--- src/rtl/fifo_rd_pkg.sv ---
// Shared types and sizing helpers for the FIFO read-side packetizer.
package fifo_rd_pkg;

  localparam int unsigned DATA_WIDTH = 8;

  typedef logic [DATA_WIDTH-1:0] word_t;
  typedef logic [15:0]           pkt_cnt_t;

  // Width of a counter holding 0..n-1; never narrower than one bit.
  function automatic int unsigned cnt_width(input int unsigned n);
    return (n <= 1) ? 1 : $clog2(n);
  endfunction

endpackage

--- src/rtl/fifo_rd_timer.sv ---
// Starvation timer for fifo_rd_packetizer (only built with FIFO_RD_TIMEOUT_EN).
// Counts consecutive cycles a pending word sits with the FIFO empty and flags
// when a partial packet should be closed.
module fifo_rd_timer #(
  parameter int unsigned TIMEOUT_CYC = 16
) (
  input  logic clk,
  input  logic rst,
  input  logic pend_v,
  input  logic fifo_empty,
  input  logic advance,
  input  logic fifo_r_en,
  output logic tmo_hit
);

  localparam int unsigned          IdleW   = $clog2(TIMEOUT_CYC + 1);
  localparam logic [IdleW-1:0]     IdleMax = IdleW'(TIMEOUT_CYC);

  logic [IdleW-1:0] idle_cnt;

  // Saturating idle counter; any pop or emitted word restarts the wait.
  always_ff @(posedge clk) begin
    if (rst || fifo_r_en || advance) begin
      idle_cnt <= '0;
    end else if (pend_v && fifo_empty && (idle_cnt != IdleMax)) begin
      idle_cnt <= idle_cnt + IdleW'(1);
    end
  end

  assign tmo_hit = (idle_cnt == IdleMax);

endmodule

--- src/rtl/fifo_rd_packetizer.sv ---
// Read-side drain stage: pops a fall-through FIFO and presents words on a
// valid/ready stream framed with m_last. One word is held in a pending register
// so the framing of each word is known before it is presented.
// Optional feature: define FIFO_RD_TIMEOUT_EN to close a starved partial packet
// after TIMEOUT_CYC idle cycles; otherwise a partial packet waits indefinitely.
module fifo_rd_packetizer
  import fifo_rd_pkg::*;
#(
  parameter int unsigned DATA_WIDTH  = fifo_rd_pkg::DATA_WIDTH,
  parameter int unsigned PKT_LEN     = 4,
  parameter int unsigned TIMEOUT_CYC = 16
) (
  input  logic                  clk,
  input  logic                  rst,
  input  logic                  fifo_empty,
  input  logic [DATA_WIDTH-1:0] fifo_data,
  output logic                  fifo_r_en,
  output logic                  m_valid,
  input  logic                  m_ready,
  output logic [DATA_WIDTH-1:0] m_data,
  output logic                  m_last,
  output pkt_cnt_t              pkt_cnt
);

  localparam int unsigned     CntW    = cnt_width(PKT_LEN);
  localparam logic [CntW-1:0] LastIdx = CntW'(PKT_LEN - 1);

  logic                  pend_v;
  logic [DATA_WIDTH-1:0] pend_d;
  logic [CntW-1:0]       word_cnt;
  logic                  out_free;
  logic                  close;
  logic                  advance;
  logic                  tmo_hit;

`ifdef FIFO_RD_TIMEOUT_EN
  fifo_rd_timer #(
    .TIMEOUT_CYC(TIMEOUT_CYC)
  ) u_timer (
    .clk       (clk),
    .rst       (rst),
    .pend_v    (pend_v),
    .fifo_empty(fifo_empty),
    .advance   (advance),
    .fifo_r_en (fifo_r_en),
    .tmo_hit   (tmo_hit)
  );
`else
  assign tmo_hit = 1'b0;
  logic unused_timeout;
  assign unused_timeout = (TIMEOUT_CYC == 0);
`endif

  // Handshake decode: a pending word moves out only when the output slot is free
  // and either its successor is visible (not last) or it must close the packet.
  always_comb begin
    out_free  = !m_valid || m_ready;
    close     = (word_cnt == LastIdx) || tmo_hit;
    advance   = pend_v && out_free && (!fifo_empty || close);
    fifo_r_en = !rst && !fifo_empty && (!pend_v || advance);
  end

  // Lookahead register; a pop in the same cycle as an advance refills it directly.
  always_ff @(posedge clk) begin
    if (rst) begin
      pend_v <= 1'b0;
      pend_d <= '0;
    end else if (fifo_r_en) begin
      pend_v <= 1'b1;
      pend_d <= fifo_data;
    end else if (advance) begin
      pend_v <= 1'b0;
    end
  end

  // Output slot plus per-packet word count and closed-packet counter.
  always_ff @(posedge clk) begin
    if (rst) begin
      m_valid  <= 1'b0;
      m_data   <= '0;
      m_last   <= 1'b0;
      word_cnt <= '0;
      pkt_cnt  <= '0;
    end else if (advance) begin
      m_valid  <= 1'b1;
      m_data   <= pend_d;
      m_last   <= close;
      word_cnt <= close ? '0 : word_cnt + CntW'(1);
      pkt_cnt  <= pkt_cnt + pkt_cnt_t'(close);
    end else if (m_ready) begin
      m_valid <= 1'b0;
    end
  end

endmodule

--- config.mk ---
export PLATFORM = sky130hd
export DESIGN_NAME = fifo_rd_packetizer
export DESIGN_NICKNAME = d
export VERILOG_FILES = /design/src/rtl/fifo_rd_pkg.sv /design/src/rtl/fifo_rd_timer.sv /design/src/rtl/fifo_rd_packetizer.sv
export SDC_FILE = /design/constraint.sdc
export NUM_CORES = 1
export LEC_CHECK = 0
export ABC_AREA = 1
export CAP_MARGIN = 20
export CORE_MARGIN = 5
export CORE_UTILIZATION = 61
export CTS_CLUSTER_DIAMETER = 30
export CTS_CLUSTER_SIZE = 30
export DETAILED_ROUTE_END_ITERATION = 10
export DONT_BUFFER_PORTS = 1
export HOLD_SLACK_MARGIN = 0.12
export PLACE_DENSITY = 0.78
export SLEW_MARGIN = 30
export SYNTH_ARGS = -nofsm -noshare
export SYNTH_HDL_FRONTEND = slang
export SYNTH_SLANG_ARGS = --single-unit
--- constraint.sdc ---
create_clock -name clk -period 2.07 [get_ports clk]
set_input_delay 0.414 -clock clk [delete_from_list [all_inputs] [get_ports clk]]
set_output_delay 0.414 -clock clk [all_outputs]
set_load 0.03 [all_outputs]
==> impl_metrics.py, run 1 <==
metrics = {
    "setup_path": {
        "required_ns": 1.66,
        "reg2reg_setup_slack_ns": 0.27,
        "startpoint": "word_cnt[1]",
        "cp-start-kind": "flip-flop",
        "r2r-start": "word_cnt[1]",
        "critPathBufInv": 2,
        "cp.depth": 7,
        "crit_top_cell": "nand2_2",
        "critPathKind": "flip-flop to output pin",
        "cp_slowest_cell": "dfxtp_1",
        "cp_top_family": "simple AND/OR/NAND/NOR gates",
        "r2r_cells": 10,
        "r2r-end": "pkt_cnt[8]",
        "cp-endpoint": "fifo_r_en",
        "cp_slowest_stage_delay_ns": 0.35,
        "worst-path-max-fanout": 9,
        "cp_cell_sequence": "ha_2 -> inv_1 -> nand2_2 -> nand3_4 -> nand2_2 -> nand2_4 -> inv_8",
        "end_kind": "output pin",
        "worstPathArrival_ns": 1.54,
    },
    "layout": {
        "n_fill_cell": 213,
        "drive_gt1_share_pct": 11.3,
        "antenna_cells": 0,
        "fin_util_pct": 71.7,
        "regArea_um2": 742,
        "nets": 256,
        "multiInputGateArea_um2": 781,
        "layout_commonest_cell": "nand2_1",
        "most-common-layout-cells": "nand2_1 (71), dfxtp_1 (36), nor2_1 (26)",
        "area_growth_pct": 9.80,
        "final_cells": 270,
    },
    "route": {
        "wl_per_cell_um": 13.5,
        "vias": 1486,
        "drt-initial-drc-count": 129,
        "drtAntennaViolNets": 0,
        "wl_um": 3640,
        "via_per_inst": 5.50,
        "dr.pass1.iters": 7,
        "drc": 0,
    },
    "sta": {
        "slew_headroom_pct": 69.2,
        "setup_violations": 0,
        "layout_setup_ws_ns": 0.118,
        "fin_crit_sh_pct": 94.3,
        "tightest_slew_ns": 0.459,
        "setup-tns-final_ns": 0,
        "period_minus_slack_ns": 1.95,
        "finalHoldViolCount": 0,
        "drv_slew": 0,
        "fmax_mhz": 512,
        "finalClockSkew_ns": 0.0155,
    },
    "clocking": {
        "cts_tree": "built",
        "clk_pin_slew_ns": 0.12,
        "htreeDepth": 2,
        "cts.sinks": 37,
        "clk_path_buf_depth": 2,
        "cts_made_buffers": 5,
        "clockRootBuffer": "clkbuf_4",
        "clock_latency_ns": 0.35,
        "cts_setup_buffers": 0,
    },
    "place": {
        "port-buffer-count": 0,
        "place.gp.congestion": 0.849,
        "dp_slack_ns": 0.212,
        "dpl.hpwl_um": 2580,
        "dp_cells": 261,
    },
    "run": {
        "maxCapViolCount": 0,
    },
    "power_and_ir_drop": {
        "clockPowerShare_pct": 32.3,
        "p_seq_share_pct": 61.4,
        "power.switching_mw": 0.305,
        "p_int_mw": 0.914,
        "swShare_pct": 25.0,
        "comb_power_share_pct": 6.2,
        "total_power_mw": 1.22,
        "max-vdd-ir-drop_mv": 0.468,
        "powerDensity_mw_per_mm2": 674,
        "power_leakage_nw": 0.743,
    },
    "yosys": {
        "synth_warnings": 0,
        "synth_nets": 244,
        "synth_cell_type_count": 24,
        "synth_area_mm2": 0.00165,
        "synthCells": 228,
        "syn_avg_cell_area_um2": 7.22,
        "ys_seq_elements": 37,
        "yosysSeqAreaShare_pct": 45.0,
    },
    "run_status": {
        "outcome": "complete, no violations",
    },
    "floorplan": {
        "start_util_pct": 65.3,
        "die_w_um": 62.0,
        "rows": 18,
        "die_area_mm2": 0.00384,
        "core_mm2": 0.00252,
        "die_h_um": 62.0,
        "pin_count": 39,
    },
    "min_path": {
        "hold_path_class": "input pin to flip-flop",
        "worstHoldStart": "fifo_empty",
    },
    "grt": {
        "grt_antenna_before_repair": 0,
        "track_usage_pct": 20.2,
        "grt_pass1_vias": 1362,
        "grt_max_degree": 19,
        "grt-ovfl-total": 0,
        "grt_pass1_wl_um": 5730,
    },
}
## cells in the mapped netlist (all sizes together)
cell,instances,area share (%)
nand2,74,18
o21ai,4,1.2
nor3,5,1.5
nand3,16,5.5
xnor2,2,1.1
a21oi,17,5.2
and3,2,0.76
o211a,1,0.61
inv,23,5.4
ha,4,3.0
nand3b,1,0.46
clkbuf,2,0.46
nor2,29,8.0
clkinv,2,0.46
nand4,5,1.9
buf,4,1.9
dfxtp,37,45
## cell families (layout without fill, tap and decap cells)
group	after synthesis	count (layout)	share of synthesized area, %
adder cells (fa/ha/maj)	4	4	3.04
flip-flops	37	37	45.0
buffers and inverters	31	43	8.21
XOR/XNOR	2	2	1.06
AND/OR/NAND/NOR	132	132	35.7
AO/OA/AOI/OAI	22	22	6.99
## final cells by class
type	count	share of cell area [%]
tap	30	2.08
timing repair buffer	11	4.84
clock inverter	1	0.415
inverter	25	5.61
sequential	37	41.0
clock buffer	6	2.84
multi-input combinational	160	43.2
## sequential cells by signal (all words and copies together) (netlist names)
signal / flops
pkt_cnt: 16
m_data: 8
pend_d: 8
word_cnt: 2
m_last: 1
m_valid: 1
pend_v: 1
## worst register-to-register path, cell delays in order (launching register included)
cell and delay (ns):
dfxtp_1 0.35, ha_2 0.22, ha_1 0.18, ha_1 0.20, nand2_1 0.08, inv_1 0.10
nand3b_1 0.13, nor2_4 0.17, nand2_1 0.08, o21ai_0 0.14, nor2_1 0.05
## through the flow
stage	hold WS, ns	instance area, um^2
after floorplan	0.440	1650
after global placement	0.445	1710
after detailed placement	0.452	1710
after CTS	0.120	1780
after global routing	0.147	1810
final	0.155	1810
## how the worst min path moves through the flow
stage	cells past startpoint	slack [ns]	to
floorplan	2	0.44	m_data[0]
global placement	2	0.44	m_data[6]
detailed placement	2	0.45	m_data[6]
CTS	1	0.12	pend_v
global route	1	0.15	pend_v
finish	1	0.16	pend_v
## layer usage
layer  global-route usage [%]  up-vias  routed length (um)
li1                         -      741                   -
met1                     22.4      669                1440
met2                     33.4       70                1750
met3                     9.30        6                 405
met4                     8.18        0                  43
met5                        0        -                   0
## power groups by stage
stage	registers, mW	logic, mW	clock network [mW]
floorplan	0.763	0.0577	0
CTS	0.748	0.0690	0.401
finish	0.749	0.0759	0.394
global placement	0.763	0.0616	0
detailed placement	0.764	0.0645	0
global route	0.751	0.0845	0.442
## repair_timing
action,4_1_cts,5_1_grt
hold buffers,1,1
setup endpoints to repair,0,1
endpoints found under the hold margin,9,10
gates resized for setup,0,5
Power figures use the tool's default switching activity.
==> run 2, diff against run 1 <==
--- a/config.mk
+++ b/config.mk
@@ -15,7 +15,7 @@
 export DONT_BUFFER_PORTS = 1
 export HOLD_SLACK_MARGIN = 0.12
 export PLACE_DENSITY = 0.78
-export SLEW_MARGIN = 30
+export SLEW_MARGIN = 20
 export SYNTH_ARGS = -nofsm -noshare
 export SYNTH_HDL_FRONTEND = slang
 export SYNTH_SLANG_ARGS = --single-unit
==> results of run 2 <==
The final DEF is identical to that of run 1; final timing and power are the same.
